**config.mk**
```make
export PLATFORM = sky130hd
export DESIGN_NAME = ro_cache_mem_rd_arb
export DESIGN_NICKNAME = d
export VERILOG_FILES = /design/src/rtl/ro_cache_mem_rd_arb_pkg.sv /design/src/rtl/ro_cache_mem_rd_arb_rr_pick.sv /design/src/rtl/ro_cache_mem_rd_arb.sv
export SDC_FILE = /design/constraint.sdc
export NUM_CORES = 1
export LEC_CHECK = 0
export ABC_AREA = 1
export BUFFER_PORTS_ARGS = -buffer_cell sky130_fd_sc_hd__clkbuf_2
export CAP_MARGIN = 10
export CORE_MARGIN = 2
export CORE_UTILIZATION = 25
export DETAILED_ROUTE_END_ITERATION = 10
export RECOVER_POWER = 50
export SLEW_MARGIN = 20
export SYNTH_ARGS = -nofsm -noshare
export SYNTH_HDL_FRONTEND = slang
export SYNTH_SLANG_ARGS = --single-unit
```
**constraint.sdc**
```tcl
create_clock -name clk -period 5.2 [get_ports clk]
set_clock_uncertainty 0.05 [all_clocks]
set_input_delay 0.26 -clock clk [delete_from_list [all_inputs] [get_ports clk]]
set_output_delay 0.26 -clock clk [all_outputs]
set_load 0.03 [all_outputs]
```
**src/rtl/ro_cache_mem_rd_arb_pkg.sv**
```systemverilog
// Shared types and helpers for the read-only cache memory read arbiter.
package ro_cache_rd_arb_pkg;

  localparam int LEN_WIDTH = 16;
  localparam int MAX_REQ   = 32;

  typedef enum logic [1:0] {
    IDLE = 2'd0,
    REQ  = 2'd1,
    XFER = 2'd2
  } arb_state_e;

  // First set request at or after ptr, wrapping at n; returns a one-hot vector.
  function automatic logic [MAX_REQ-1:0] rr_first_onehot(
    input logic [MAX_REQ-1:0] req,
    input int unsigned        ptr,
    input int unsigned        n
  );
    logic [MAX_REQ-1:0] gnt;
    logic               found;
    int unsigned        sum;
    logic [4:0]         sel;
    gnt   = '0;
    found = 1'b0;
    for (int unsigned i = 0; i < MAX_REQ; i++) begin
      if (i < n) begin
        sum = ptr + i;
        if (sum >= n) sum = sum - n;
        sel = sum[4:0];
        if (!found && req[sel]) begin
          gnt[sel] = 1'b1;
          found    = 1'b1;
        end
      end
    end
    return gnt;
  endfunction

endpackage

```
**src/rtl/ro_cache_mem_rd_arb_rr_pick.sv**
```systemverilog
// Combinational round-robin picker: first requester at or after ptr, with wrap.
module ro_cache_rr_pick
  import ro_cache_rd_arb_pkg::*;
#(
  parameter int N   = 4,
  parameter int IDW = 2
) (
  input  logic [N-1:0]   req,
  input  logic [IDW-1:0] ptr,
  output logic [IDW-1:0] idx,
  output logic           found
);

  logic [MAX_REQ-1:0] req_ext;
  logic [MAX_REQ-1:0] onehot;

  always_comb begin
    req_ext        = '0;
    req_ext[N-1:0] = req;
  end

  assign onehot = rr_first_onehot(req_ext, 32'(ptr), N);
  assign found  = |onehot;

  always_comb begin
    idx = '0;
    for (int i = 0; i < N; i++) begin
      if (onehot[i]) idx = IDW'(i);
    end
  end

endmodule

```
**src/rtl/ro_cache_mem_rd_arb.sv**
```systemverilog
// Round-robin arbiter sharing one burst-read memory channel among CACHE_NUM caches.
// Optional beat-count checking with err_beat output: define RO_CACHE_RD_ARB_BEAT_CHECK_EN.
module ro_cache_mem_rd_arb
  import ro_cache_rd_arb_pkg::*;
#(
  parameter int CACHE_NUM  = 4,
  parameter int ADDR_WIDTH = 32,
  parameter int DATA_WIDTH = 32,
  parameter int ID_WIDTH   = $clog2(CACHE_NUM)
) (
  input  logic                            clk,
  input  logic                            rst,
  input  logic [CACHE_NUM-1:0]            up_rd_req,
  output logic [CACHE_NUM-1:0]            up_rd_gnt,
  input  logic [LEN_WIDTH*CACHE_NUM-1:0]  up_rd_len,
  input  logic [ADDR_WIDTH*CACHE_NUM-1:0] up_rd_addr,
  output logic [DATA_WIDTH-1:0]           up_rd_data,
  output logic [CACHE_NUM-1:0]            up_rd_valid,
  input  logic [CACHE_NUM-1:0]            up_rd_ready,
  output logic [CACHE_NUM-1:0]            up_rd_done,
  output logic                            rd_req,
  input  logic                            rd_gnt,
  output logic [LEN_WIDTH-1:0]            rd_len,
  output logic [ADDR_WIDTH-1:0]           rd_addr,
  input  logic [DATA_WIDTH-1:0]           rd_data,
  input  logic                            rd_valid,
  output logic                            rd_ready,
  input  logic                            rd_done,
  output logic                            busy,
  output logic [ID_WIDTH-1:0]             owner
`ifdef RO_CACHE_RD_ARB_BEAT_CHECK_EN
  ,
  output logic                            err_beat
`endif
);

  arb_state_e              state_reg;
  logic [ID_WIDTH-1:0]     owner_reg;
  logic [ID_WIDTH-1:0]     rr_ptr_reg;
  logic [LEN_WIDTH-1:0]    len_reg;
  logic [ADDR_WIDTH-1:0]   addr_reg;
  logic [ID_WIDTH-1:0]     pick_idx;
  logic                    pick_found;
  logic [ID_WIDTH-1:0]     ptr_after_done;
  logic                    in_req;
  logic                    in_xfer;

  ro_cache_rr_pick #(
    .N   (CACHE_NUM),
    .IDW (ID_WIDTH)
  ) u_pick (
    .req   (up_rd_req),
    .ptr   (rr_ptr_reg),
    .idx   (pick_idx),
    .found (pick_found)
  );

  assign ptr_after_done = (owner_reg == ID_WIDTH'(CACHE_NUM - 1)) ? '0 : owner_reg + 1'b1;

  // Owner, length and address are latched once at arbitration and held until done.
  always_ff @(posedge clk) begin
    if (rst) begin
      state_reg  <= IDLE;
      owner_reg  <= '0;
      rr_ptr_reg <= '0;
      len_reg    <= '0;
      addr_reg   <= '0;
    end else begin
      case (state_reg)
        IDLE: begin
          if (pick_found) begin
            owner_reg <= pick_idx;
            len_reg   <= up_rd_len[pick_idx*LEN_WIDTH +: LEN_WIDTH];
            addr_reg  <= up_rd_addr[pick_idx*ADDR_WIDTH +: ADDR_WIDTH];
            state_reg <= REQ;
          end
        end
        REQ: begin
          if (rd_gnt) state_reg <= XFER;
        end
        XFER: begin
          if (rd_done) begin
            rr_ptr_reg <= ptr_after_done;
            state_reg  <= IDLE;
          end
        end
        default: state_reg <= IDLE;
      endcase
    end
  end

  assign in_req     = (state_reg == REQ);
  assign in_xfer    = (state_reg == XFER);
  assign rd_req     = in_req;
  assign rd_len     = len_reg;
  assign rd_addr    = addr_reg;
  assign busy       = (state_reg != IDLE);
  assign owner      = owner_reg;
  assign up_rd_data = rd_data;
  assign rd_ready   = in_xfer & up_rd_ready[owner_reg];

  for (genvar gi = 0; gi < CACHE_NUM; gi++) begin : g_port
    logic is_owner;
    assign is_owner        = (owner_reg == ID_WIDTH'(gi));
    assign up_rd_gnt[gi]   = in_req  & rd_gnt   & is_owner;
    assign up_rd_valid[gi] = in_xfer & rd_valid & is_owner;
    assign up_rd_done[gi]  = in_xfer & rd_done  & is_owner;
  end

`ifdef RO_CACHE_RD_ARB_BEAT_CHECK_EN
  logic [LEN_WIDTH-1:0] beat_cnt_reg;
  logic                 err_beat_reg;
  logic                 beat_acc;

  assign beat_acc = rd_valid & rd_ready;

  // Done must land exactly on the latched length, counting a beat accepted in the same cycle.
  always_ff @(posedge clk) begin
    if (rst) begin
      beat_cnt_reg <= '0;
      err_beat_reg <= 1'b0;
    end else begin
      if (in_req && rd_gnt) beat_cnt_reg <= '0;
      else if (beat_acc)    beat_cnt_reg <= beat_cnt_reg + 1'b1;
      if (in_xfer && rd_done && ((beat_cnt_reg + LEN_WIDTH'(beat_acc)) != len_reg))
        err_beat_reg <= 1'b1;
      if (beat_acc && (beat_cnt_reg >= len_reg))
        err_beat_reg <= 1'b1;
    end
  end

  assign err_beat = err_beat_reg;
`endif

endmodule

```
==> results of run 1 <==
## worst max-delay path, stage by stage, from the launching register on
cell and delay, ns:
dfxtp_1 0.50, inv_2 0.15, ha_1 0.36, inv_1 0.07, nand3_1 0.12, nand3_2 0.09, nand2_2 0.08, inv_2 0.05
nand3_1 0.14, nand2_1 0.12, nor2_4 0.60, nand2_4 0.72, nand2_1 0.22, nand3_1 0.16, nand3_1 0.12, nand2_1 0.07
inv_1 0.05
## where the power goes
group          switching, W  internal, W
combinational      0.000805     0.000345
sequential        0.0000636     0.000524
clock              0.000169     0.000192
## how the worst max path moves through the flow
stage | endpoint | depth (start not counted)
after global routing | rd_addr[22] | 16
after detailed placement | rd_addr[22] | 16
after floorplan | rd_addr[29] | 17
after CTS | rd_addr[22] | 16
final | rd_addr[22] | 16
after global placement | rd_addr[22] | 16
## kinds of logic after synthesis
| logic type | share of synthesized area |
|---|---|
| fa+ha+maj | 0.0258 |
| flops | 0.203 |
| buf+inv | 0.315 |
| simple gates | 0.355 |
| compound gates | 0.101 |
## metal layers
metal | global-route usage | up-vias
met2 | 0.264 | 192
met5 | 0 | -
met4 | 0.0377 | 0
li1 | - | 3270
met3 | 0.0261 | 21
met1 | 0.183 | 2685
## per-stage QoR
step / worst slack (ns) / utilization / total power, W
CTS: 1.35 / 0.321 / 0.00217
global placement: 1.50 / 0.314 / 0.00178
global route: 0.999 / 0.318 / 0.00229
floorplan: 2.78 / - / 0.00149
detailed placement: 1.36 / 0.314 / 0.00179
finish: 1.46 / 0.318 / 0.00210
## placed cells by master, fill, tap and decap left out, drive strengths merged
cell type / synthesis / routed
a211oi: 2 / 2
a21oi: 54 / 54
buf: 65 / 7
clkbuf: 18 / 276
clkinv: 0 / 1
dfxtp: 54 / 54
ha: 11 / 11
inv: 310 / 310
nand2: 233 / 233
nand3: 162 / 162
nand3b: 2 / 2
nand4: 2 / 2
nor2: 27 / 27
o21ai: 51 / 51
or2: 1 / 1
## final cells by class
cell class	count	area share
Multi-Input combinational cell	545	0.388
Timing Repair Buffer	276	0.202
Inverter	310	0.174
Sequential cell	54	0.162
Tap cell	275	0.0516
Clock buffer	7	0.0214
Clock inverter	1	0.000750
==> metrics.cfg, run 1 <==
[cells_and_area]
nFillCells=2473
largest_reg_flops=32
n_antenna_cell=0
drive_above_1_share=0.220
instances_no_fill=1468
final_area_um2=6670
ff_latch_area_um2=1080
syn2layout_area_growth_pct=25.0
fin_nets=1440
multiInputGateArea_um2=2590

[worst_setup_path]
path_class=reg2reg
reg2reg_from=rr_ptr_reg[0]
rr_endpoint=rd_addr[22]
r2r_slack_ns=1.46
crit_fanout=97
start_kind=flop
crit_start=rr_ptr_reg[0]
reg2regPathDepth=16
arrival_ns=3.95
crit_required_ns=5.41
end_kind=flop

[timing]
hold_violations=0
fin_tns_setup_ns=0
period_share=0.720
rsz0062_at_grt=false
max_slew_margin=0.304
period_needed_ns=3.74
setup_violations=0
whs_ns=0.183
slew_viol_final=0
max_freq_ghz=0.267
tightestPinTransition_ns=1.04

[yosys]
synth_top_cell_by_area=inv_1
syn-cell-area_um2=5340
synth_most_common_cell=inv_1
synth-seq-cells=54
synth_common_cells=306 x inv_1, 225 x nand2_1, 158 x nand3_1
yosysTopAreaCellShare=0.215
synth-edff-count=0
yosysWarnings=0
ys_seq_area_frac=0.203
synth_top_flop_cell=dfxtp_1
synth_cell_types=26
synth_area_leaders=inv_1 22%, dfxtp_1 20%, nand2_1 16%, nand3_1 15%, a21oi_1 5.1%
avgSynthCellArea_um2=5.38
postSynthCellCount=992
syn_nets=1240
synthArstFlopShare=0

[cts]
root_buffer=clkbuf_16
clock_sinks=54
cts_buffers=5
clk_latency_ns=0.30
htree_num_levels=2
ctsResizeCount=0
path_clk_slew_ns=0.08
tritoncts=yes
postCtsSetupRepairBufs=0
cts_hold_repair.buffers=0
clockBufferDepth=2

[drt]
drtIter0Drc=277
viasPerCell=4.20
avgRoutedWirePerCell_um=11.9
top_layer=met4
met2_length_um=8510
wl_met1_um=7590
met3_wirelength_um=1090
vias=6168
ant_nets=0
drc=0
drt_wl_total_um=17400
dr.pass1.iters=4

[die]
core.rowCount=53
dieHeight_um=150
die-area_um2=22500
chipWidth_um=150
io-pin-count=334
core_region_area_um2=21000
initial_core_util=0.255

[placement]
dp_hpwl_um=12500
gp_congestion=0.781
port_buffers=269
dp.cells=1460
placed_area_um2=6580

[grt]
gr-total-overflow=0
grt_pass1_vias=5493
antenna_found_initial=0
grt_use_total=0.148
grt_pass1_wl_um=26700
grt_max_degree=98

[status]
status=finished clean

[power_and_ir_drop]
peakVddDrop_mv=0.151
p_per_area_nw_per_um2=315
leakagePower_nw=4.30

[job]
drv_cap=0

[min_path]
hold_start=rd_gnt
min_to=state_reg[0]
whs_path_depth=4
min_path_type=in2reg

Power figures use the tool's default switching activity.
==> inputs of run 2 (changes only) <==
clock period = 3.8 ns   (was 5.2 ns; I/O delays follow)
==> run 2 against run 1 <==
Compared with the run above: critical path depth unchanged; global-route usage up 0.53 points; final cell count increased by 0.20%; non-clock buffer count up 3; critical endpoint is now rd_addr[19]; register-to-register slack got worse by 0.79 ns; sequential share of layout area is 0.11 points lower; hold slack got worse by 0.079 ns; largest power group unchanged; highest routed layer unchanged; maximum frequency increased by 19%; combinational power up 40%.
==> metrics.cfg, run 2 (synthesis gave the netlist of run 1 again) <==
[power_and_ir_drop]
fin_total_pwr_w=0.00290  ; was 0.00210 W
peakVddDrop_mv=0.215  ; was 0.151 mV
p_per_area_nw_per_um2=432  ; was 315 nW/um2
leakagePower_nw=4.32  ; was 4.30 nW

[timing]
slew_viol_final=0  ; unchanged
rsz0062_at_grt=false  ; unchanged
setup_violations=0  ; unchanged
period_share=0.826  ; was 0.720
fin_tns_setup_ns=0  ; unchanged
tightestPinTransition_ns=0.654  ; was 1.04 ns
max_slew_margin=0.564  ; was 0.304
hold_violations=0  ; unchanged
max_freq_ghz=0.319  ; was 0.267 GHz
period_needed_ns=3.14  ; was 3.74 ns

[die]
io-pin-count=334  ; unchanged
initial_core_util=0.255  ; unchanged
die-area_um2=22500  ; unchanged
chipWidth_um=150  ; unchanged
dieHeight_um=150  ; unchanged
core_region_area_um2=21000  ; unchanged
core.rowCount=53  ; unchanged

[placement]
dp_hpwl_um=12900  ; was 12500 um
gp_congestion=0.804  ; was 0.781
port_buffers=269  ; unchanged

[cts]
path_clk_slew_ns=0.07  ; was 0.08 ns
clockBufferDepth=2  ; unchanged
tritoncts=yes  ; unchanged
clock_sinks=54  ; unchanged
postCtsSetupRepairBufs=0  ; unchanged
htree_num_levels=2  ; unchanged
root_buffer=clkbuf_16  ; unchanged
ctsResizeCount=0  ; unchanged
clk_latency_ns=0.30  ; about the same
cts_buffers=5  ; unchanged
cts_hold_repair.buffers=0  ; unchanged

[cells_and_area]
drive_above_1_share=0.222  ; was 0.220
final_cell_mix=306 x inv_1, 226 x clkbuf_2, 225 x nand2_1  ; unchanged
n_antenna_cell=0  ; unchanged
layout_commonest_cell=inv_1  ; unchanged
post-route-util=0.321  ; was 0.318
nFillCells=2460  ; was 2473
fin_nets=1443  ; was 1440
largest_reg_flops=32  ; unchanged
syn2layout_area_growth_pct=25.9  ; was 25.0%

[grt]
antenna_found_initial=0  ; unchanged
gr-total-overflow=0  ; unchanged
grt_pass1_wl_um=27400  ; was 26700 um
grt_pass1_vias=5618  ; was 5493
grt_max_degree=68  ; was 98
grt_use_total=0.153  ; was 0.148

[worst_setup_path]
reg2reg_from=rr_ptr_reg[1]  ; was rr_ptr_reg[0]
slowest_stage=buf_4  ; was nand2_4
r2r_slack_ns=0.66  ; was 1.46 ns
max_stage_delay_ns=0.52  ; was 0.72 ns
rr_endpoint=rd_addr[19]  ; was rd_addr[22]
crit_fanout=60  ; was 97
crit_required_ns=3.96  ; was 5.41 ns
crit_chain=inv_1 -> ha_1 -> inv_1 -> nand3_1 -> nand3_2 -> nand2_2 -> inv_2 -> nand3_1 -> nand2_1 -> nor2_4 -> buf_4 -> o21ai_0 -> nand2_1 -> nand3_1 -> nand2_1 -> inv_1  ; was inv_2 -> ha_1 -> inv_1 -> nand3_1 -> nand3_2 -> nand2_2 -> inv_2 -> nand3_1 -> nand2_1 -> nor2_4 -> nand2_4 -> nand2_1 -> nand3_1 -> nand3_1 -> nand2_1 -> inv_1
reg2regPathDepth=16  ; unchanged
path_class=reg2reg  ; unchanged
end_kind=flop  ; unchanged
start_kind=flop  ; unchanged
crit_start=rr_ptr_reg[1]  ; was rr_ptr_reg[0]
arrival_ns=3.29  ; was 3.95 ns
crit_end=rd_addr[19]  ; was rd_addr[22]

[job]
drv_cap=0  ; unchanged

[drt]
drtIter0Drc=194  ; was 277
avgRoutedWirePerCell_um=12.0  ; was 11.9 um
drc=0  ; unchanged
vias=6158  ; was 6168
drt_wl_total_um=17700  ; was 17400 um
viasPerCell=4.19  ; was 4.20
ant_nets=0  ; unchanged
dr.pass1.iters=4  ; unchanged

[min_path]
min_path_type=in2reg  ; unchanged

[status]
status=finished clean  ; unchanged

==> run 2: per-stage QoR <==
| step | cell area, um2 | std cells | hold WS, ns | setup slack (ns) |
|---|---|---|---|---|
| floorplan | 5340 | 992 | 0.312 | 1.38 |
| global placement | 6620 | 1463 | 0.330 | 0.724 |
| detailed placement | 6620 | 1463 | 0.330 | 0.671 |
| CTS | 6770 | 1471 | 0.0889 | 0.633 |
| global route | 6720 | 1471 | 0.123 | 0.320 |
| finish | 6720 | 1471 | 0.105 | 0.662 |
==> run 2: power by group <==
part,switching (W),leakage (nW),total [W],internal [W]
clock,0.000226,0.0739,0.000488,0.000263
combinational,0.00112,3.80,0.00161,0.000490
sequential,0.0000858,0.448,0.000803,0.000717
total,0.00143,4.32,0.00290,0.00147
==> run 2: layout make-up <==
class	count	area [um2]	area share
clock buffer	7	143	0.0212
timing repair buffer	279	1390	0.207
inverter	310	1160	0.173
tap	275	344	0.0512
multi-input combinational	545	2590	0.385
sequential	54	1080	0.161
clock inverter	1	5.00	0.000745
==> run 2: worst max-delay path, delay by kind of cell (launching register included) <==
family / cells / cell delay, ns
compound gates: 1 / 0.29
simple gates: 9 / 0.99
flops: 1 / 0.44
buf+inv: 5 / 0.87
fa+ha+maj: 1 / 0.37
==> run 2: metal layers <==
layer	wire length, um	share of wire	vias up	global-route usage
li1	-	-	3279	-
met1	7630	0.43	2660	0.179
met2	8640	0.49	200	0.277
met3	1160	0.066	19	0.0333
met4	292	0.016	0	0.0481
met5	0	0	-	0
==> run 2: worst min path at each step <==
stage	start	end	depth (start not counted)
after global placement	rd_data[12]	up_rd_data[12]	0
after detailed placement	rd_data[12]	up_rd_data[12]	0
after global routing	rd_done	state_reg[1]	3
after CTS	rd_done	state_reg[1]	3
after floorplan	rd_gnt	state_reg[0]	3
final	rd_done	state_reg[1]	3
